[src/rtl/i2c_byte_arbiter_if.sv]
// Bundle between the arbiter, its requesters and one i2c_master_byte_ctrl
// command port. The arbiter connects through the slave modport; the
// environment (requesters and byte controller) uses the master modport.
interface i2c_byte_arbiter_if #(
    parameter int N_REQ = 2,
    parameter int DW    = 8
);
    // requester side
    logic [N_REQ-1:0]    req_i;
    logic [N_REQ-1:0]    gnt_o;
    logic [N_REQ-1:0]    cmd_valid_i;
    logic [N_REQ-1:0]    cmd_start_i;
    logic [N_REQ-1:0]    cmd_stop_i;
    logic [N_REQ-1:0]    cmd_read_i;
    logic [N_REQ-1:0]    cmd_write_i;
    logic [N_REQ-1:0]    cmd_ack_in_i;
    logic [N_REQ*DW-1:0] cmd_din_i;
    logic [N_REQ-1:0]    cmd_done_o;
    logic [N_REQ-1:0]    cmd_err_o;
    logic [DW-1:0]       rd_data_o;
    logic                ack_out_o;

    // byte controller side
    logic                m_start_o;
    logic                m_stop_o;
    logic                m_read_o;
    logic                m_write_o;
    logic                m_ack_in_o;
    logic [DW-1:0]       m_din_o;
    logic                m_cmd_ack_i;
    logic                m_ack_out_i;
    logic [DW-1:0]       m_dout_i;
    logic                m_al_i;

    modport slave (
        input  req_i, cmd_valid_i, cmd_start_i, cmd_stop_i, cmd_read_i,
               cmd_write_i, cmd_ack_in_i, cmd_din_i,
               m_cmd_ack_i, m_ack_out_i, m_dout_i, m_al_i,
        output gnt_o, cmd_done_o, cmd_err_o, rd_data_o, ack_out_o,
               m_start_o, m_stop_o, m_read_o, m_write_o, m_ack_in_o, m_din_o
    );

    modport master (
        output req_i, cmd_valid_i, cmd_start_i, cmd_stop_i, cmd_read_i,
               cmd_write_i, cmd_ack_in_i, cmd_din_i,
               m_cmd_ack_i, m_ack_out_i, m_dout_i, m_al_i,
        input  gnt_o, cmd_done_o, cmd_err_o, rd_data_o, ack_out_o,
               m_start_o, m_stop_o, m_read_o, m_write_o, m_ack_in_o, m_din_o
    );
endinterface

[src/rtl/i2c_byte_arbiter.sv]
// Round-robin sharing of one i2c_master_byte_ctrl command port between
// N_REQ requesters. A grant is held for a whole I2C transaction (START to
// STOP); a bus left open by an owner that walks away or times out is closed
// with an internally issued STOP.
//
// state | meaning
// IDLE  | no owner, scanning req_i from the round-robin pointer
// OWN   | owner granted, waiting for its next command (or its release)
// BUSY  | command on the byte controller, waiting for cmd_ack / AL / timeout
// FLUSH | internal STOP on the byte controller to close an abandoned bus
module i2c_byte_arbiter #(
    parameter int N_REQ          = 2,
    parameter int DATA_WIDTH     = 8,
    parameter int TIMEOUT_CYCLES = 65535
) (
    input  logic                 clk_i,
    input  logic                 arstn_i,
    i2c_byte_arbiter_if.slave    bus
);
    localparam int DW = DATA_WIDTH;
    localparam int IW = (N_REQ > 1) ? $clog2(N_REQ) : 1;
    localparam int CW = $clog2(TIMEOUT_CYCLES + 1);

    // packed byte-ctrl command bits {start, stop, read, write, ack_in}
    localparam logic [4:0] M_NONE = 5'b00000;
    localparam logic [4:0] M_STOP = 5'b01000;
    localparam int B_START = 4;
    localparam int B_STOP  = 3;

    typedef enum logic [1:0] {S_IDLE, S_OWN, S_BUSY, S_FLUSH} state_t;

    state_t           r_state, w_state_nxt;
    logic [IW-1:0]    r_ptr, w_ptr_nxt;
    logic [IW-1:0]    r_idx, w_idx_nxt;
    logic [N_REQ-1:0] r_gnt, w_gnt_nxt;
    logic             r_open, w_open_nxt;
    logic [CW-1:0]    r_cnt, w_cnt_nxt;
    logic [4:0]       r_m_cmd, w_m_cmd_nxt;
    logic [DW-1:0]    r_m_din, w_m_din_nxt;
    logic [N_REQ-1:0] r_done, w_done_nxt;
    logic [N_REQ-1:0] r_err, w_err_nxt;
    logic [DW-1:0]    r_rd_data, w_rd_data_nxt;
    logic             r_ack_out, w_ack_out_nxt;

    logic             w_found;
    logic [IW-1:0]    w_win;
    logic [IW-1:0]    w_j;
    logic [IW-1:0]    w_win_next;

    logic             w_c_valid, w_c_start, w_c_stop, w_c_read, w_c_write, w_c_ack_in;
    logic [DW-1:0]    w_c_din;
    logic             w_legal;
    logic             w_owner_req;
    logic             w_timeout;

    // Round-robin scan: first requester at or above r_ptr, wrapping.
    always_comb begin
        w_found = 1'b0;
        w_win   = '0;
        w_j     = '0;
        for (int k = 0; k < N_REQ; k++) begin
            if (int'(r_ptr) + k >= N_REQ) begin
                w_j = IW'(int'(r_ptr) + k - N_REQ);
            end else begin
                w_j = IW'(int'(r_ptr) + k);
            end
            if (!w_found && bus.req_i[w_j]) begin
                w_found = 1'b1;
                w_win   = w_j;
            end
        end
        w_win_next = (w_win == IW'(N_REQ - 1)) ? '0 : w_win + IW'(1);
    end

    // Decode the owner's command slot; start is only meaningful with write.
    always_comb begin
        w_c_valid   = bus.cmd_valid_i[r_idx];
        w_c_start   = bus.cmd_start_i[r_idx];
        w_c_stop    = bus.cmd_stop_i[r_idx];
        w_c_read    = bus.cmd_read_i[r_idx];
        w_c_write   = bus.cmd_write_i[r_idx];
        w_c_ack_in  = bus.cmd_ack_in_i[r_idx];
        w_c_din     = bus.cmd_din_i[int'(r_idx)*DW +: DW];
        w_owner_req = bus.req_i[r_idx];
        w_legal     = ((w_c_read ^ w_c_write) && (!w_c_start || w_c_write)) ||
                      (w_c_stop && !w_c_start && !w_c_read && !w_c_write);
        w_timeout   = (r_cnt == CW'(TIMEOUT_CYCLES - 1));
    end

    // Next-state and next-output logic; pulses default low every cycle.
    always_comb begin
        w_state_nxt   = r_state;
        w_ptr_nxt     = r_ptr;
        w_idx_nxt     = r_idx;
        w_gnt_nxt     = r_gnt;
        w_open_nxt    = r_open;
        w_cnt_nxt     = r_cnt;
        w_m_cmd_nxt   = r_m_cmd;
        w_m_din_nxt   = r_m_din;
        w_done_nxt    = '0;
        w_err_nxt     = '0;
        w_rd_data_nxt = r_rd_data;
        w_ack_out_nxt = r_ack_out;

        case (r_state)
            S_IDLE: begin
                if (w_found) begin
                    w_state_nxt      = S_OWN;
                    w_idx_nxt        = w_win;
                    w_gnt_nxt        = '0;
                    w_gnt_nxt[w_win] = 1'b1;
                    w_ptr_nxt        = w_win_next;
                end
            end
            S_OWN: begin
                // release takes precedence over a command in the same cycle
                if (!w_owner_req) begin
                    if (r_open) begin
                        w_state_nxt = S_FLUSH;
                        w_m_cmd_nxt = M_STOP;
                        w_m_din_nxt = '0;
                        w_cnt_nxt   = '0;
                    end else begin
                        w_state_nxt = S_IDLE;
                        w_gnt_nxt   = '0;
                    end
                end else if (w_c_valid) begin
                    if (w_legal) begin
                        w_state_nxt = S_BUSY;
                        w_m_cmd_nxt = {w_c_start, w_c_stop, w_c_read, w_c_write, w_c_ack_in};
                        w_m_din_nxt = w_c_din;
                        w_cnt_nxt   = '0;
                    end else begin
                        w_err_nxt[r_idx] = 1'b1;
                    end
                end
            end
            S_BUSY: begin
                if (bus.m_al_i) begin
                    // lost the bus: someone else owns it, so no STOP of ours
                    w_m_cmd_nxt      = M_NONE;
                    w_m_din_nxt      = '0;
                    w_err_nxt[r_idx] = 1'b1;
                    w_open_nxt       = 1'b0;
                    w_gnt_nxt        = '0;
                    w_state_nxt      = S_IDLE;
                end else if (bus.m_cmd_ack_i) begin
                    w_m_cmd_nxt       = M_NONE;
                    w_m_din_nxt       = '0;
                    w_done_nxt[r_idx] = 1'b1;
                    w_rd_data_nxt     = bus.m_dout_i;
                    w_ack_out_nxt     = bus.m_ack_out_i;
                    if (r_m_cmd[B_START]) begin
                        w_open_nxt = 1'b1;
                    end else if (r_m_cmd[B_STOP]) begin
                        w_open_nxt = 1'b0;
                    end
                    if (r_m_cmd[B_STOP]) begin
                        w_gnt_nxt   = '0;
                        w_state_nxt = S_IDLE;
                    end else begin
                        w_state_nxt = S_OWN;
                    end
                end else if (w_timeout) begin
                    w_m_cmd_nxt      = M_STOP;
                    w_m_din_nxt      = '0;
                    w_err_nxt[r_idx] = 1'b1;
                    w_cnt_nxt        = '0;
                    w_state_nxt      = S_FLUSH;
                end else begin
                    w_cnt_nxt = r_cnt + CW'(1);
                end
            end
            S_FLUSH: begin
                if (bus.m_cmd_ack_i || bus.m_al_i || w_timeout) begin
                    w_m_cmd_nxt = M_NONE;
                    w_open_nxt  = 1'b0;
                    w_gnt_nxt   = '0;
                    w_state_nxt = S_IDLE;
                end else begin
                    w_cnt_nxt = r_cnt + CW'(1);
                end
            end
            default: begin
                w_state_nxt = S_IDLE;
                w_gnt_nxt   = '0;
                w_m_cmd_nxt = M_NONE;
            end
        endcase
    end

    // State and registered-output update.
    always_ff @(posedge clk_i or negedge arstn_i) begin
        if (!arstn_i) begin
            r_state   <= S_IDLE;
            r_ptr     <= '0;
            r_idx     <= '0;
            r_gnt     <= '0;
            r_open    <= 1'b0;
            r_cnt     <= '0;
            r_m_cmd   <= M_NONE;
            r_m_din   <= '0;
            r_done    <= '0;
            r_err     <= '0;
            r_rd_data <= '0;
            r_ack_out <= 1'b0;
        end else begin
            r_state   <= w_state_nxt;
            r_ptr     <= w_ptr_nxt;
            r_idx     <= w_idx_nxt;
            r_gnt     <= w_gnt_nxt;
            r_open    <= w_open_nxt;
            r_cnt     <= w_cnt_nxt;
            r_m_cmd   <= w_m_cmd_nxt;
            r_m_din   <= w_m_din_nxt;
            r_done    <= w_done_nxt;
            r_err     <= w_err_nxt;
            r_rd_data <= w_rd_data_nxt;
            r_ack_out <= w_ack_out_nxt;
        end
    end

    assign bus.gnt_o      = r_gnt;
    assign bus.cmd_done_o = r_done;
    assign bus.cmd_err_o  = r_err;
    assign bus.rd_data_o  = r_rd_data;
    assign bus.ack_out_o  = r_ack_out;
    assign bus.m_start_o  = r_m_cmd[4];
    assign bus.m_stop_o   = r_m_cmd[3];
    assign bus.m_read_o   = r_m_cmd[2];
    assign bus.m_write_o  = r_m_cmd[1];
    assign bus.m_ack_in_o = r_m_cmd[0];
    assign bus.m_din_o    = r_m_din;
endmodule

[src/flat_wrapper.sv]
// flat-port wrapper written by rule: the top's interface ports become plain ports
module i2c_byte_arbiter_flat 
#(
    parameter int N_REQ          = 2,
    parameter int DATA_WIDTH     = 8,
    parameter int TIMEOUT_CYCLES = 65535
)
  (clk_i, arstn_i, bus_req_i, bus_cmd_valid_i, bus_cmd_start_i, bus_cmd_stop_i, bus_cmd_read_i, bus_cmd_write_i, bus_cmd_ack_in_i, bus_cmd_din_i, bus_m_cmd_ack_i, bus_m_ack_out_i, bus_m_dout_i, bus_m_al_i, bus_gnt_o, bus_cmd_done_o, bus_cmd_err_o, bus_rd_data_o, bus_ack_out_o, bus_m_start_o, bus_m_stop_o, bus_m_read_o, bus_m_write_o, bus_m_ack_in_o, bus_m_din_o);
  i2c_byte_arbiter_if #(.N_REQ(N_REQ), .DW(8)) bus_i ();
  input  logic clk_i;
  input  logic arstn_i;
  input wire logic [$bits(bus_i.req_i)-1:0] bus_req_i;
  input wire logic [$bits(bus_i.cmd_valid_i)-1:0] bus_cmd_valid_i;
  input wire logic [$bits(bus_i.cmd_start_i)-1:0] bus_cmd_start_i;
  input wire logic [$bits(bus_i.cmd_stop_i)-1:0] bus_cmd_stop_i;
  input wire logic [$bits(bus_i.cmd_read_i)-1:0] bus_cmd_read_i;
  input wire logic [$bits(bus_i.cmd_write_i)-1:0] bus_cmd_write_i;
  input wire logic [$bits(bus_i.cmd_ack_in_i)-1:0] bus_cmd_ack_in_i;
  input wire logic [$bits(bus_i.cmd_din_i)-1:0] bus_cmd_din_i;
  input wire logic [$bits(bus_i.m_cmd_ack_i)-1:0] bus_m_cmd_ack_i;
  input wire logic [$bits(bus_i.m_ack_out_i)-1:0] bus_m_ack_out_i;
  input wire logic [$bits(bus_i.m_dout_i)-1:0] bus_m_dout_i;
  input wire logic [$bits(bus_i.m_al_i)-1:0] bus_m_al_i;
  output wire logic [$bits(bus_i.gnt_o)-1:0] bus_gnt_o;
  output wire logic [$bits(bus_i.cmd_done_o)-1:0] bus_cmd_done_o;
  output wire logic [$bits(bus_i.cmd_err_o)-1:0] bus_cmd_err_o;
  output wire logic [$bits(bus_i.rd_data_o)-1:0] bus_rd_data_o;
  output wire logic [$bits(bus_i.ack_out_o)-1:0] bus_ack_out_o;
  output wire logic [$bits(bus_i.m_start_o)-1:0] bus_m_start_o;
  output wire logic [$bits(bus_i.m_stop_o)-1:0] bus_m_stop_o;
  output wire logic [$bits(bus_i.m_read_o)-1:0] bus_m_read_o;
  output wire logic [$bits(bus_i.m_write_o)-1:0] bus_m_write_o;
  output wire logic [$bits(bus_i.m_ack_in_o)-1:0] bus_m_ack_in_o;
  output wire logic [$bits(bus_i.m_din_o)-1:0] bus_m_din_o;
  assign bus_i.req_i = bus_req_i;
  assign bus_i.cmd_valid_i = bus_cmd_valid_i;
  assign bus_i.cmd_start_i = bus_cmd_start_i;
  assign bus_i.cmd_stop_i = bus_cmd_stop_i;
  assign bus_i.cmd_read_i = bus_cmd_read_i;
  assign bus_i.cmd_write_i = bus_cmd_write_i;
  assign bus_i.cmd_ack_in_i = bus_cmd_ack_in_i;
  assign bus_i.cmd_din_i = bus_cmd_din_i;
  assign bus_i.m_cmd_ack_i = bus_m_cmd_ack_i;
  assign bus_i.m_ack_out_i = bus_m_ack_out_i;
  assign bus_i.m_dout_i = bus_m_dout_i;
  assign bus_i.m_al_i = bus_m_al_i;
  assign bus_gnt_o = bus_i.gnt_o;
  assign bus_cmd_done_o = bus_i.cmd_done_o;
  assign bus_cmd_err_o = bus_i.cmd_err_o;
  assign bus_rd_data_o = bus_i.rd_data_o;
  assign bus_ack_out_o = bus_i.ack_out_o;
  assign bus_m_start_o = bus_i.m_start_o;
  assign bus_m_stop_o = bus_i.m_stop_o;
  assign bus_m_read_o = bus_i.m_read_o;
  assign bus_m_write_o = bus_i.m_write_o;
  assign bus_m_ack_in_o = bus_i.m_ack_in_o;
  assign bus_m_din_o = bus_i.m_din_o;
  i2c_byte_arbiter #(.N_REQ(N_REQ), .DATA_WIDTH(DATA_WIDTH), .TIMEOUT_CYCLES(TIMEOUT_CYCLES)) u_core (.clk_i(clk_i), .arstn_i(arstn_i), .bus(bus_i));
endmodule
[config.mk]
export PLATFORM = sky130hd
export DESIGN_NAME = i2c_byte_arbiter_flat
export DESIGN_NICKNAME = d
export VERILOG_FILES = /design/src/rtl/i2c_byte_arbiter_if.sv /design/src/rtl/i2c_byte_arbiter.sv /design/src/flat_wrapper.sv
export SDC_FILE = /design/constraint.sdc
export NUM_CORES = 1
export LEC_CHECK = 0
export ABC_AREA = 1
export CORE_ASPECT_RATIO = 0.75
export CORE_MARGIN = 2
export CORE_UTILIZATION = 54
export DETAILED_ROUTE_END_ITERATION = 6
export GPL_TIMING_DRIVEN = 0
export PLACE_DENSITY = 0.93
export SLEW_MARGIN = 5
export SYNTH_ARGS = -nofsm -noshare
export SYNTH_HDL_FRONTEND = slang
export SYNTH_SLANG_ARGS = --single-unit
[constraint.sdc]
create_clock -name clk_i -period 2.6 [get_ports clk_i]
set_clock_uncertainty 0.1 [all_clocks]
set_input_delay 0.39 -clock clk_i [delete_from_list [all_inputs] [get_ports clk_i]]
set_output_delay 0.39 -clock clk_i [all_outputs]
set_load 0.02 [all_outputs]
==> impl_metrics.tcl <==
set metrics [dict create \
    grt_util_met2_pct 40.8 \
    gr-max-usage-layer "met2" \
    r2r_cells 12 \
    drc 0 \
    pre_cts_ws_ps 324 \
    viasPerCell 5.32 \
    endpoint_kind "flip-flop" \
    ys_ff_latch 49 \
    grtUsageTotal_pct 25.7 \
    fin_nets 525 \
    finalSetupViolCount 0 \
    ctsLongestPathBuffers 2 \
    numCtsBuffers 5 \
    post-cts-setup-buffers 0 \
    worst-path-max-fanout 10 \
    leakage_nw 1.84 \
    clk_latency_ps 320 \
    maxSlewViolCount 0 \
    hold_class "reg -> reg" \
    globalplace.congestion 0.944 \
    antenna_found_initial 0 \
    synthCells 397 \
    cts_root_buf "clkbuf_8" \
    cap_violations 0 \
    overflow 0 \
    cts_num_sinks 49 \
    path_clk_slew_ps 100 \
    grt_use_met1_pct 35.0 \
    cts_resized 0 \
    grt_pass1_wl_mm 12.5 \
    holdWs_ps 377 \
    worstPathRequired_ps 2720 \
    endpoint "u_core.r_cnt[14]" \
    synthFlopType "dfrtp_1" \
    fmax_mhz 481 \
    synth_most_common_cell "nand2_1" \
    io_pins 71 \
    rsz0062_at_grt "no" \
    drive_above_1_share_pct 12.6 \
    power_density_nw_per_um2 910 \
    stdcell_area_um2 3900 \
    yosys-top-cells-count "nand2_1, dfrtp_1, inv_1" \
    synthArstFlopShare_pct 100 \
    antenna_cells 0 \
    yosysTopAreaCellShare_pct 41.0 \
    syn_area_um2 2990 \
    fin_tns_setup_ps 0 \
    wl_mm 7.83 \
    path_class "reg -> reg" \
    tritoncts "built" \
    io_buffers 70 \
    seq_area_frac_synth_pct 41.0 \
    die_h_um 68.4 \
    ant_nets 0 \
    grt_max_degree 31 \
    first_pass_iters 5 \
    synth_top_cell_by_area "dfrtp_1" \
    drt_iter0_drc 208 \
    htree_num_levels 2 \
    fillCellCount 414 \
    placed_cell_area_um2 3800 \
    first_global_vias 2651 \
    fp.dieW_um 89.9 \
    r2r-start "u_core.r_state[0]" \
    grt_use_met3_pct 6.39 \
    worst_pin_slew_ps 508 \
    num_vias 2939 \
    avgSynthCellArea_um2 7.53 \
    ys_types 33 \
    fin_crit_ps 2080 \
    rows 23 \
    hold_viol 0 \
    startpoint "u_core.r_state[0]" \
    ys_warn_count 0 \
    cp-start-kind "flip-flop" \
    regToRegEndpoint "u_core.r_cnt[14]" \
    wl_per_cell_um 14.2 \
    worst_slack_ps 519 \
    synth-edff-count 0 \
    synth.net_count 446 \
    area_delta_synth_final_pct 30.6 \
    yosys-top-cells-area "dfrtp_1, nand2_1, inv_1" \
    slew_headroom_pct 66.1 \
    fin_util_pct 72.9 \
    design.die.area_um2 6150 \
    dp_hpwl_mm 6.02 \
    status "finished, final reports clean" \
    start_util_pct 55.8 \
    ctsHoldBuffers 1 \
    arrival_ps 2200 \
    design.core.area_um2 5350 \
    irDropWorstVdd_uv 616 \
    reg2reg_slack_ps 520 \
    post-route-period-util_pct 80.0 \
]
logic make-up after synthesis:
| logic type | after synthesis | synth area share [%] |
|---|---|---|
| compound gates | 47 | 9.75 |
| xor+xnor | 9 | 2.64 |
| fa+ha+maj | 6 | 2.51 |
| buf+inv | 54 | 7.83 |
| flops | 49 | 41.0 |
| mux | 9 | 3.39 |
| simple gates | 223 | 32.9 |
worst max-delay path, cell delays in order, from the launching register on:
cell,delay (ps)
dfrtp_1,410
inv_1,90
ha_1,290
inv_1,140
nor2_1,70
nor2_1,100
nand3_1,130
nor2_4,160
nand2_2,70
buf_6,150
buf_8,150
nand2_1,70
nand2_1,60
state kept, by name, summed over array words and instances (netlist names), 2 cells and up:
name,flops
u_core.r_cnt,16
u_core.bus.m_din_o,8
u_core.bus.rd_data_o,8
u_core.r_m_cmd,5
u_core.bus.cmd_done_o,2
u_core.bus.cmd_err_o,2
u_core.bus.gnt_o,2
u_core.r_state,2
area by class of cell:
class | instances | area (um2) | share of cell area (%)
clock buffers | 5 | 68.8 | 1.76
inverters | 45 | 169 | 4.33
clock inverters | 3 | 25.0 | 0.641
multi-input cells | 294 | 1530 | 39.2
well taps | 75 | 93.8 | 2.40
plain buffers | 9 | 65.1 | 1.67
flip-flops and latches | 49 | 1230 | 31.4
repair buffers | 72 | 726 | 18.6
layout by cell type, fill, tap and decap left out, types with 3 or more instances in the layout:
cell	count
nand2_1	126
clkdlybuf4s50_1	69
dfrtp_1	49
inv_1	43
nor2_1	35
nand3_1	22
o21ai_1	11
o21ai_0	11
nand4_1	10
mux2_2	9
or2_2	9
o21ai_2	8
o211ai_1	8
nor2_2	7
a21oi_1	6
ha_1	6
nand2_2	5
buf_2	5
xor2_1	5
clkbuf_8	5
xnor2_1	4
nor3_1	3
how the worst min path moves through the flow:
stage / depth (start not counted) / from / end
6_report: 2 / u_core.r_m_cmd[2] / u_core.r_m_cmd[2]
5_1_grt: 2 / u_core.r_m_cmd[2] / u_core.r_m_cmd[2]
4_1_cts: 2 / u_core.r_m_cmd[2] / u_core.r_m_cmd[2]
3_5_place_dp: 1 / arstn_i / u_core.r_cnt[7]
3_3_place_gp: 2 / u_core.r_m_cmd[1] / u_core.r_m_cmd[1]
2_1_floorplan: 0 / arstn_i / u_core.bus.ack_out_o
per-layer routing:
metal | share of wire [%] | wire length (um)
met5 | 0 | 0
met4 | 2.2 | 174
met3 | 7.4 | 579
met2 | 47 | 3690
met1 | 43 | 3390
stage by stage:
stage | power (mW) | cells
floorplan | 2.32 | 397
finish | 3.55 | 552
detailed placement | 3.04 | 543
CTS | 3.54 | 552
global route | 3.78 | 552
global placement | 2.93 | 542
where the power goes:
| group | internal, mW | total, mW | switching [mW] |
|---|---|---|---|
| registers | 0.961 | 1.09 | 0.133 |
| clock network | 0.195 | 0.492 | 0.297 |
| logic | 0.782 | 1.97 | 1.18 |
Note: power is estimated with default switching activity, not from simulation.
